`src/rtl/tm1638_digit_encoder.sv`:
```
// Binary (0..MAX_VAL) to three TM1638 7-segment bytes via serial double-dabble.
// One shift per clock, then a lookup stage; outputs hold until the next result.
module tm1638_digit_encoder #(
  parameter int BIN_W    = 10,
  parameter int MAX_VAL  = 999,
  parameter bit BLANK_LZ = 1'b1
) (
  input  logic             clk,
  input  logic             rst,
  input  logic             start,
  input  logic [BIN_W-1:0] bin,
  output logic             busy,
  output logic             done,
  output logic             ovf,
  output logic [7:0]       F,
  output logic [7:0]       S,
  output logic [7:0]       T
);

  localparam int CW = $clog2(BIN_W + 1);

  typedef enum logic [1:0] {IDLE, SHIFT, ENCODE} state_t;

  state_t           r_state, w_state_nx;
  logic             w_accept;
  logic [BIN_W-1:0] r_sh;
  logic [11:0]      r_bcd;
  logic [CW-1:0]    r_cnt;
  logic             r_ovf_n;
  logic [7:0]       r_f_n, r_s_n, r_t_n;
  logic             r_ovf_p, r_pub;
  logic             r_busy, r_done, r_ovf;
  logic [7:0]       r_f, r_s, r_t;
  logic [11:0]      w_adj;
  logic [7:0]       w_f, w_s, w_t;
  logic             w_ovf_in;

  function automatic logic [7:0] seg7(input logic [3:0] d);
    case (d)
      4'd0:    seg7 = 8'hFC;
      4'd1:    seg7 = 8'h60;
      4'd2:    seg7 = 8'hDA;
      4'd3:    seg7 = 8'hF2;
      4'd4:    seg7 = 8'h66;
      4'd5:    seg7 = 8'hB6;
      4'd6:    seg7 = 8'hBE;
      4'd7:    seg7 = 8'hE0;
      4'd8:    seg7 = 8'hFE;
      4'd9:    seg7 = 8'hF6;
      default: seg7 = 8'h00;
    endcase
  endfunction

  function automatic logic [3:0] add3(input logic [3:0] n);
    add3 = (n >= 4'd5) ? n + 4'd3 : n;
  endfunction

  assign w_ovf_in = (32'(bin) > 32'(MAX_VAL));
  assign w_adj    = {add3(r_bcd[11:8]), add3(r_bcd[7:4]), add3(r_bcd[3:0])};

  always_comb begin
    w_f = seg7(r_bcd[11:8]);
    w_s = seg7(r_bcd[7:4]);
    w_t = seg7(r_bcd[3:0]);
    if (r_ovf_n) begin
      w_f = 8'h02;
      w_s = 8'h02;
      w_t = 8'h02;
    end else if (BLANK_LZ && r_bcd[11:8] == 4'd0) begin
      w_f = 8'h00;
      if (r_bcd[7:4] == 4'd0) w_s = 8'h00;
    end
  end

  always_comb begin
    w_state_nx = r_state;
    w_accept   = 1'b0;
    case (r_state)
      IDLE: if (start) begin
        w_accept   = 1'b1;
        w_state_nx = SHIFT;
      end
      SHIFT:   if (r_cnt == CW'(BIN_W - 1)) w_state_nx = ENCODE;
      ENCODE:  w_state_nx = IDLE;
      default: w_state_nx = IDLE;
    endcase
  end

  always_ff @(posedge clk) begin
    if (rst) r_state <= IDLE;
    else     r_state <= w_state_nx;
  end

  // ENCODE stages the lookup; the publish edge that follows lands on IDLE,
  // so a held start is accepted on the same edge that raises done.
  always_ff @(posedge clk) begin
    if (rst) begin
      r_sh    <= '0;
      r_bcd   <= '0;
      r_cnt   <= '0;
      r_ovf_n <= 1'b0;
      r_f_n   <= '0;
      r_s_n   <= '0;
      r_t_n   <= '0;
      r_ovf_p <= 1'b0;
      r_pub   <= 1'b0;
      r_busy  <= 1'b0;
      r_done  <= 1'b0;
      r_ovf   <= 1'b0;
      r_f     <= '0;
      r_s     <= '0;
      r_t     <= '0;
    end else begin
      r_pub  <= 1'b0;
      r_done <= r_pub;
      r_busy <= w_accept ? 1'b1 : (r_pub ? 1'b0 : r_busy);
      if (r_pub) begin
        r_f   <= r_f_n;
        r_s   <= r_s_n;
        r_t   <= r_t_n;
        r_ovf <= r_ovf_p;
      end
      case (r_state)
        IDLE: if (w_accept) begin
          r_sh    <= bin;
          r_bcd   <= '0;
          r_ovf_n <= w_ovf_in;
          r_cnt   <= '0;
        end
        SHIFT: begin
          r_bcd <= 12'({w_adj, r_sh[BIN_W-1]});
          r_sh  <= r_sh << 1;
          r_cnt <= r_cnt + CW'(1);
        end
        ENCODE: begin
          r_f_n   <= w_f;
          r_s_n   <= w_s;
          r_t_n   <= w_t;
          r_ovf_p <= r_ovf_n;
          r_pub   <= 1'b1;
        end
        default: ;
      endcase
    end
  end

  assign busy = r_busy;
  assign done = r_done;
  assign ovf  = r_ovf;
  assign F    = r_f;
  assign S    = r_s;
  assign T    = r_t;

endmodule

```
`config.mk`:
```
export PLATFORM = sky130hd
export DESIGN_NAME = tm1638_digit_encoder
export DESIGN_NICKNAME = d
export VERILOG_FILES = /design/src/rtl/tm1638_digit_encoder.sv
export SDC_FILE = /design/constraint.sdc
export NUM_CORES = 1
export LEC_CHECK = 0
export CAP_MARGIN = 20
export CORE_UTILIZATION = 40
export DETAILED_ROUTE_END_ITERATION = 10
export HOLD_SLACK_MARGIN = 0.03
export PLACE_DENSITY = 0.69
export SYNTH_ARGS = -nofsm -noshare
export SYNTH_HDL_FRONTEND = slang
export SYNTH_SLANG_ARGS = --single-unit
```
`constraint.sdc`:
```
create_clock -name clk -period 3.3 [get_ports clk]
set_input_delay 0.495 -clock clk [delete_from_list [all_inputs] [get_ports clk]]
set_output_delay 0.495 -clock clk [all_outputs]
set_load 0.05 [all_outputs]
```
== After elaboration in Yosys (flattened, before gate mapping) ==
Memory sizes are Yosys's and may differ from the RTL's. A register that Yosys moved wholly into a read port is not among the register bits.
Cells that the tools add are included.

* Register bits after elaboration: 82
* Memory bits (read-only): 336
* Logic and storage cells: 70
* Memories kept: 3

{| class="wikitable"
|+ Memories
! memory !! words !! width !! read ports !! clocked after Yosys merged registers in !! wr ports !! line !! text
|-
| (no name shown) || 16 || 7 || 1 || 1 || 0 || 39 || <nowiki>case (d)</nowiki>
|-
| (no name shown) || 16 || 7 || 1 || 1 || 0 || 39 ||
|-
| (no name shown) || 16 || 7 || 1 || 1 || 0 || 39 ||
|}

* Add/subtract/negate cells: 4
* Order comparisons: 4
* Eq/ne operators: 6
* Mux-type cells: 29
* Reductions and logical operators: 8

{| class="wikitable"
|+ Operators by type and width
! cell !! count
|-
| two-way mux 8 bit || 6
|-
| two-way mux 4 bit || 9
|-
| case mux 12 bit (2 select lines) || 1
|-
| case mux 10 bit (2 select lines) || 1
|-
| greater-or-equal comparator 4 x 3 -> 1 bit (second input constant) || 3
|-
| two-way mux 12 bit || 1
|-
| greater-than comparator 10 bit (second input constant) || 1
|-
| two-way mux 10 bit || 1
|-
| adder 4 x 2 -> 4 bit (second input constant) || 2
|-
| logical NOT 4 bit || 2
|-
| case mux 4 bit (2 select lines) || 1
|-
| inequality test 2 bit (second input constant) || 3
|-
| AND reduction 2 bit || 3
|-
| two-way mux 1 bit || 5
|-
| adder 4 x 1 -> 4 bit (second input constant) || 1
|-
| == test 4 bit (second input constant) || 1
|-
| two-way mux 2 bit || 2
|-
| case mux 2 bit (2 select lines) || 1
|-
| nonzero test 2 bit || 2
|-
| adder 3 x 2 -> 3 bit (second input constant) || 1
|-
| two-way mux 3 bit || 1
|-
| == test 2 x 1 -> 1 bit (second input constant) || 1
|-
| == test 2 bit (second input constant) || 1
|-
| logical NOT 2 bit || 1
|}

== Depth between registers and ports, before layout ==
Gate-level depths: netlist of run 1.

* Depth in word-level cells: 6
* Depth in mapped cells: 11
* Depth with buffers taken out: 11

== Least setup slack after synthesis of run 1 ==
Ideal clock, no wire load.

* Kind: input -> register
* Start: input rst
* End: register (tool-made name)
* Arrival: 2272 ps
* Path slack: 933 ps
* Stages: 8
* Path buffers: 2
* Cell sequence: buf_6 or3b_1 buf_6 a2111oi_2 a211oi_2 ha_1 or4_1 o311ai_1

{| class="wikitable"
|+ RTL lines
! item !! line !! text
|-
| start, declared || 9 || <nowiki>input logic rst,</nowiki>
|}

==> impl_metrics.env, run 1 <==
export IMPL_outcome="finished clean"
export IMPL_synthCells=466
export IMPL_synth_seq_cells=97
export IMPL_cts_buffers=9
export IMPL_grtUsageMet3=0.0206
export IMPL_place_hpwl_um=6400
export IMPL_area_growth_pct=14.3
export IMPL_final_cell_mix="97 x dfxtp_1, 53 x nor2_1, 35 x clkdlybuf4s50_1"
export IMPL_io_buffers=36
export IMPL_ys_warnings_count=0
export IMPL_crit_fanout=10
export IMPL_first_pass_iters=4
export IMPL_maxSlewHeadroom=0.498
export IMPL_utilization=0.470
export IMPL_clkTransAtPathRegs_ns=0.10
export IMPL_grt_use_total=0.164
export IMPL_stdcell_area_sq_um=5090
export IMPL_synthTopCellsByArea="dfxtp_1 44%, ha_1 7.3%, mux2i_1 5.4%"
export IMPL_grt_busiest_layer="met2"
export IMPL_crit_slowest_cell="dfxtp_1"
export IMPL_antenna_found_initial=0
export IMPL_routed_via_density=5.35
export IMPL_worst_setup_path_end_kind="flip-flop"
export IMPL_io_pins=40
export IMPL_num_vias=3418
export IMPL_routed_wl_um=8960
export IMPL_max_freq_mhz=363
export IMPL_grt_pass1_wl_um=15000
export IMPL_die_area_sq_um=11600
export IMPL_period_minus_slack_ns=2.76
export IMPL_die_height_um=108
export IMPL_rsz0062_at_grt="no"
export IMPL_cts_buffer_depth=2
export IMPL_clock_sinks=97
export IMPL_final_common_cell="dfxtp_1"
export IMPL_worst_pin_slew_ns=0.749
export IMPL_clock_skew_ns=0.0126
export IMPL_initial_core_util=0.411
export IMPL_clock_latency_ns=0.37
export IMPL_cp_start_kind="flip-flop"
export IMPL_wl_per_cell_um=14.0
export IMPL_dpl_instance_area_sq_um=4890
export IMPL_required_ns=3.60
export IMPL_drt_iter0_markers=178
export IMPL_grt_pass1_vias=3232
export IMPL_critPathArrivalTime_ns=3.06
export IMPL_hold_viol_final=0
export IMPL_synth_area_per_cell_sq_um=9.56
export IMPL_syn_area_sq_um=4450
export IMPL_min_path_type="flip-flop to flip-flop"
export IMPL_n_antenna_cell=0
export IMPL_slew_violations=0
export IMPL_grt_overflow=0
export IMPL_fin_crit_sh=0.835
export IMPL_synth_edf_count=0
export IMPL_drv_cap=0
export IMPL_ir_drop_mv=0.195
export IMPL_remaining_drc_errors=0
export IMPL_critPathBufInv=1
export IMPL_cts_root_buf="clkbuf_8"
export IMPL_grt_max_degree=40
export IMPL_final_antenna_net_count=0
export IMPL_fp_dieW_um=108
export IMPL_crit_chain="or3b_1 > nor2_1 > a211oi_2 > inv_1 > ha_1 > and3_1 > a211o_1 > o21ai_0"
export IMPL_nNetsFinal=533
export IMPL_holdBufCountCts=0
export IMPL_final_setup_tns_ns=0
export IMPL_critPathTopFamily="compound AO/OA/AOI/OAI gates"
export IMPL_grt_use_met1=0.198
export IMPL_ys_types=60
export IMPL_gp_congestion=0.857
export IMPL_htree_num_levels=3
export IMPL_ctsResizeCount=0
export IMPL_ys_seq_area_frac=0.436
export IMPL_cpPeakStageDelay_ns=0.53
export IMPL_coreArea_sq_um=10800
export IMPL_setup_viol=0
export IMPL_power_density_nw_per_um2=412
export IMPL_drive_gt1_frac=0.0862
export IMPL_synth_async_sr_flop_share=0
export IMPL_yosys_most_used_dff="dfxtp_1"
export IMPL_power_leakage_uw=0.00192
export IMPL_yosysTopAreaCell="dfxtp_1"
export IMPL_use_met2=0.277
export IMPL_synth_top_area_share=0.436
export IMPL_cts_tree="done"
export IMPL_row_count=38
export IMPL_post_cts_buffers=0
export IMPL_critPathKind="flip-flop to flip-flop"
-- metrics by stage --
stage          total power [uW]  setup WS (ns)  cells  hold WS (ns)
4_1_cts                    2120          0.564    639         0.450
6_report                   2100          0.543    639         0.447
3_5_place_dp               1340          0.385    623         0.427
5_1_grt                    2180          0.342    639         0.477
3_3_place_gp               1340          0.528    623         0.430
2_1_floorplan              1310          0.933    468         0.420
-- final cells by class --
| class | count | area [sq um] |
|---|---|---|
| Clock buffer | 10 | 128 |
| Clock inverter | 6 | 73.8 |
| Fill cell | 1009 | 5750 |
| Inverter | 31 | 116 |
| Multi-Input combinational cell | 311 | 2240 |
| Sequential cell | 97 | 1940 |
| Tap cell | 140 | 175 |
| Timing Repair Buffer | 44 | 415 |
-- report_power, final --
part	total (uW)	internal [uW]	switching (uW)	leakage [uW]
sequential	1200	1190	13.0	0.000785
combinational	119	43.4	75.3	0.00104
clock	781	360	421	0.0000950
-- worst paths after layout --
check,startpoint,end,slack (ns),cells after the start
max,r_state[1],flip-flop,0.54,8
min,flip-flop,r_f_n[2],0.45,1
max reg2reg,r_state[1],flip-flop,0.54,8
min reg2reg,flip-flop,r_f_n[2],0.45,1
-- worst register-to-register path, cell delays in order (launching register included) --
cell      delay [ns]
dfxtp_1         0.53
or3b_1          0.52
nor2_1          0.12
a211oi_2        0.50
inv_1           0.18
ha_1            0.24
and3_1          0.17
a211o_1         0.27
o21ai_0         0.16
-- kinds of logic (layout without fill, tap and decap cells) --
family | Yosys count | count (layout) | synth area share
AOI/OAI and AO/OA | 118 | 118 | 0.211
xor gates and xnor gates | 2 | 2 | 0.00393
adders and majority gates | 26 | 26 | 0.0731
buffers and inverters | 60 | 91 | 0.0638
DFF | 97 | 97 | 0.436
muxes | 26 | 26 | 0.0598
other | 1 | 3 | 0.000842
and+or+nand+nor | 136 | 136 | 0.151
-- synth_stat cells, drive strengths merged, types with 8 or more instances --
| library cell | count |
|---|---|
| dfxtp | 97 |
| nor2 | 54 |
| inv | 31 |
| ha | 26 |
| mux2i | 24 |
| nand2 | 24 |
| a21oi | 22 |
| buf | 15 |
| o21ai | 15 |
| clkbuf | 14 |
| a211oi | 11 |
| a22oi | 10 |
| nand3 | 10 |
| nor3 | 10 |
| o22ai | 9 |
| a221oi | 8 |
| a22o | 8 |
-- layer usage --
layer | up-vias | part of all wire
li1 | 1703 | -
met1 | 1642 | 0.47
met2 | 59 | 0.48
met3 | 14 | 0.026
met4 | 0 | 0.025
met5 | - | 0
Note: power is estimated with default switching activity, not from simulation.
==> run 2: changes to the inputs <==
==> constraint.sdc (replaced) <==
create_clock -name clk -period 2.8 [get_ports clk]
set_input_delay 0.42 -clock clk [delete_from_list [all_inputs] [get_ports clk]]
set_output_delay 0.42 -clock clk [all_outputs]
set_load 0.05 [all_outputs]
==> run 2 against run 1 <==
Final area increased by 1.7%. Power increased by 20%. Flip-flop and latch count unchanged. Non-clock buffer count increased by 10. Clock power increased by 23%. Highest routed layer unchanged.
==> impl_metrics.env, run 2 (same netlist as run 1, synthesis figures left out) <==
export IMPL_highest_layer="met4"
export IMPL_critPathKind="flip-flop to flip-flop"
export IMPL_die_height_um=108
export IMPL_crit_fanout=6
export IMPL_hold_viol_final=0
export IMPL_drv_cap=0
export IMPL_final_common_cell="dfxtp_1"
export IMPL_fp_dieW_um=108
export IMPL_grt_max_degree=46
export IMPL_die_area_sq_um=11600
export IMPL_clkTransAtPathRegs_ns=0.09
export IMPL_num_vias=3472
export IMPL_grt_overflow=0
export IMPL_critPathBufInv=2
export IMPL_routed_wl_um=9130
export IMPL_critPathTopFamily="simple AND/OR/NAND/NOR gates"
export IMPL_ir_drop_mv=0.197
export IMPL_reg2reg_depth=9
export IMPL_gp_congestion=0.899
export IMPL_final_antenna_net_count=0
export IMPL_antenna_found_initial=0
export IMPL_crit_chain="inv_1 > ha_1 > nand2b_1 > a2111oi_2 > a211oi_2 > buf_4 > ha_1 > or4_1 > o311ai_1"
export IMPL_first_pass_iters=4
export IMPL_cts_buffers=9
export IMPL_outcome="finished clean"
export IMPL_htree_num_levels=3
export IMPL_clock_latency_ns=0.36
export IMPL_final_setup_tns_ns=0
export IMPL_crit_path_frequent_cell="ha_1"
export IMPL_required_ns=3.06
export IMPL_holdPathStages=1
export IMPL_rsz0062_at_grt="no"
export IMPL_clock_skew_ns=0.0110
export IMPL_post_cts_buffers=0
export IMPL_cp_start_kind="flip-flop"
export IMPL_min_path_type="flip-flop to flip-flop"
export IMPL_row_count=38
export IMPL_final_cell_mix="97 x dfxtp_1, 53 x nor2_1, 35 x clkdlybuf4s50_1"
export IMPL_power_density_nw_per_um2=486
export IMPL_max_freq_mhz=411
export IMPL_slew_violations=0
export IMPL_power_uw=2520
export IMPL_cpPeakStageDelay_ns=0.54
export IMPL_coreArea_sq_um=10800
export IMPL_worst_setup_path_end_kind="flip-flop"
export IMPL_dpl_instance_area_sq_um=4960
export IMPL_grt_use_total=0.166
export IMPL_critPathArrivalTime_ns=2.70
export IMPL_maxSlewHeadroom=0.461
export IMPL_remaining_drc_errors=0
export IMPL_period_minus_slack_ns=2.44
export IMPL_routed_via_density=5.35
export IMPL_fin_crit_sh=0.870
export IMPL_stdcell_area_sq_um=5180
export IMPL_grt_pass1_wl_um=15400
export IMPL_cts_tree="done"
export IMPL_met2WireLength_um=4430
export IMPL_critPathLaunch="r_bcd[0]"
export IMPL_io_pins=40
export IMPL_ff2ff_setup_slack_ns=0.36
export IMPL_cts_root_buf="clkbuf_8"
export IMPL_crit_slowest_cell="or4_1"
export IMPL_timing_rr_start="r_bcd[0]"
export IMPL_clock_sinks=97
export IMPL_cts_buffer_depth=2
export IMPL_wl_per_cell_um=14.1
export IMPL_nNetsFinal=543
export IMPL_worst_pin_slew_ns=0.802
export IMPL_ctsResizeCount=0
export IMPL_initial_core_util=0.411
export IMPL_area_growth_pct=16.3
export IMPL_place_hpwl_um=6610
export IMPL_final_cells=649
export IMPL_holdBufCountCts=0
export IMPL_power_leakage_uw=0.00198
export IMPL_setup_viol=0
export IMPL_met3WireLength_um=276
export IMPL_drive_gt1_frac=0.106
export IMPL_n_antenna_cell=0
export IMPL_grt_pass1_vias=3307
export IMPL_drt_iter0_markers=262
export IMPL_dp_cells=633
export IMPL_wl_met1_um=4220
export IMPL_hold_end="r_f_n[4]"
export IMPL_io_buffers=36
[run 2: report_power, final]
| group | total [uW] | internal (uW) | switching [uW] |
|---|---|---|---|
| Combinational | 148 | 56.4 | 91.2 |
| Sequential | 1410 | 1400 | 12.9 |
| Clock | 959 | 468 | 491 |
[run 2: area by class of cell]
type	instances	area, sq um
Timing Repair Buffer	54	490
Tap cell	140	175
Clock buffer	11	151
Sequential cell	97	1940
Clock inverter	5	62.6
Fill cell	1022	5660
Inverter	31	116
Multi-Input combinational cell	311	2240
[run 2: how the worst max path moves through the flow]
stage / depth (start not counted) / endpoint
3_3_place_gp: 7 / flip-flop
4_1_cts: 9 / flip-flop
6_report: 9 / flip-flop
3_5_place_dp: 9 / flip-flop
5_1_grt: 10 / flip-flop
2_1_floorplan: 10 / flip-flop
[run 2: stage by stage]
step / hold slack [ns] / setup slack [ns] / util
2_1_floorplan: 0.420 / 0.471 / -
3_3_place_gp: 0.429 / 0.306 / 0.458
3_5_place_dp: 0.423 / 0.237 / 0.458
4_1_cts: 0.445 / 0.347 / 0.478
5_1_grt: 0.462 / 0.158 / 0.478
6_report: 0.444 / 0.364 / 0.478
[run 2: layer usage]
layer,global-route usage,vias to the layer above
met2,0.283,69
met3,0.0291,17
met5,0,-
met4,0.0616,0
met1,0.207,1660
li1,-,1726
==> run 3: changes to the inputs <==
--- a/config.mk
+++ b/config.mk
@@ -10,6 +10,7 @@
 export DETAILED_ROUTE_END_ITERATION = 10
 export HOLD_SLACK_MARGIN = 0.03
 export PLACE_DENSITY = 0.69
+export SETUP_SLACK_MARGIN = 0.4
 export SYNTH_ARGS = -nofsm -noshare
 export SYNTH_HDL_FRONTEND = slang
 export SYNTH_SLANG_ARGS = --single-unit
==> run 3 against run 2 <==
Final cell count rose by 0.31%. Register-to-register slack improved by 0.12 ns. Clock power rose by 0.4%. Final area rose by 1.2%. Die area did not move.
==> impl_metrics.env, run 3 (same netlist as run 1, synthesis figures left out) <==
export IMPL_outcome="finished clean"
export IMPL_ir_drop_mv=0.196
export IMPL_final_setup_tns_ns=0
export IMPL_die_area_sq_um=11600
export IMPL_coreArea_sq_um=10800
export IMPL_worst_pin_slew_ns=0.822
export IMPL_io_buffers=36
export IMPL_clock_skew_ns=0.0104
export IMPL_place_ws_ns=0.237
export IMPL_nNetsFinal=545
export IMPL_min_path_type="flip-flop to flip-flop"
export IMPL_wl_per_cell_um=14.2
export IMPL_timing_rr_start="r_state[1]"
export IMPL_hold_viol_final=0
export IMPL_antenna_found_initial=0
export IMPL_grt_pass1_wl_um=15400
export IMPL_cts_tree="done"
export IMPL_gp_congestion=0.899
export IMPL_cts_root_buf="clkbuf_8"
export IMPL_clock_latency_ns=0.36
export IMPL_maxSlewHeadroom=0.447
export IMPL_num_vias=3467
export IMPL_cts_buffers=9
export IMPL_grt_pass1_vias=3320
export IMPL_remaining_drc_errors=0
export IMPL_routed_via_density=5.33
export IMPL_final_cell_mix="95 x dfxtp_1, 53 x nor2_1, 35 x clkdlybuf4s50_1"
export IMPL_critPathArrivalTime_ns=2.57
export IMPL_power_leakage_uw=0.00199
export IMPL_ff2ff_setup_slack_ns=0.49
export IMPL_holdBufCountCts=0
export IMPL_htree_num_levels=3
export IMPL_worst_setup_path_end_kind="flip-flop"
export IMPL_critPathKind="flip-flop to flip-flop"
export IMPL_grt_overflow=0
export IMPL_fin_ws_ns=0.487
export IMPL_fillers=1022
export IMPL_first_pass_iters=5
export IMPL_place_hpwl_um=6610
export IMPL_drt_iter0_markers=315
export IMPL_reg2reg_depth=7
export IMPL_area_growth_pct=17.6
export IMPL_routed_wl_um=9240
export IMPL_clock_sinks=97
export IMPL_period_minus_slack_ns=2.31
export IMPL_initial_core_util=0.411
export IMPL_die_height_um=108
export IMPL_critPathLaunch="r_state[1]"
export IMPL_final_cells=651
export IMPL_dp_cells=633
export IMPL_power_density_nw_per_um2=482
export IMPL_grt_use_total=0.166
export IMPL_cts_buffer_depth=2
export IMPL_drv_cap=0
export IMPL_required_ns=3.06
export IMPL_drive_gt1_frac=0.129
export IMPL_max_freq_mhz=432
export IMPL_row_count=38
export IMPL_final_common_cell="dfxtp_1"
export IMPL_slew_violations=0
export IMPL_n_antenna_cell=0
export IMPL_setup_viol=0
export IMPL_cp_start_kind="flip-flop"
export IMPL_io_pins=40
export IMPL_fin_crit_sh=0.826
export IMPL_crit_fanout=10
export IMPL_fp_dieW_um=108
export IMPL_final_antenna_net_count=0
export IMPL_grt_max_degree=46
export IMPL_clkTransAtPathRegs_ns=0.10
export IMPL_rsz0062_at_grt="no"
export IMPL_hold_slack_ns=0.444
==> run 3: changes by cell type in the layout (fill, tap and decap cells not counted), moves of 2 or more <==
cell,before,now
buf_4,18,20
dfxtp_1,97,95
dfxtp_2,0,2
ha_1,26,24
ha_2,0,2
inv_1,27,25
inv_2,4,6
o21ai_0,15,13
==> run 3: worst min-delay path by stage <==
stage	end	slack (ns)	cells after the start
floorplan	r_f_n[2]	0.42	1
global placement	r_f_n[4]	0.43	1
detailed placement	r_f_n[2]	0.42	1
CTS	r_f_n[2]	0.45	1
global route	r_f_n[2]	0.46	1
finish	r_f_n[4]	0.44	1
==> run 3: final cells by class <==
type	count	area (sq um)	area share
multi-input cells	311	2280	0.436
clock buffers	11	151	0.0289
inverters	31	116	0.0222
clock inverters	5	62.6	0.0119
repair buffers	56	505	0.0965
well taps	140	175	0.0334
flip-flops and latches	97	1940	0.371
==> run 3: metrics by stage <==
step | total power, uW | util | instance area, sq um
floorplan | 1550 | - | 4460
global placement | 1590 | 0.458 | 4960
detailed placement | 1590 | 0.458 | 4960
CTS | 2540 | 0.478 | 5190
global route | 2620 | 0.483 | 5240
finish | 2530 | 0.483 | 5240
==> run 3: what timing repair did <==
item,4_1_cts,5_1_grt
endpoints found under the setup margin,3,16
gates cloned,0,0
gates resized for setup,2,12
buffers inserted,0,2
pin swaps,1,0
hold endpoints to repair,0,0
==> run 3: per-layer routing <==
layer	track usage	share of wire	vias to the layer above
met5	0	0	-
met4	0.0607	0.022	0
met3	0.0291	0.032	17
met2	0.286	0.48	58
met1	0.206	0.46	1658
li1	-	-	1734
==> run 3: worst max-delay path, cell delays in order, from the launching register on <==
cell and delay, ns:
dfxtp_1 0.42, or3b_1 0.49, buf_4 0.22, a2111oi_4 0.38, a211oi_4 0.11, buf_4 0.17
ha_1 0.21, a22o_1 0.20
==> run 3: report_power, final <==
part           switching (uW)  total [uW]  internal, uW
Sequential               13.0        1410          1400
Combinational            93.7         152          58.3
Clock                     495         963           468
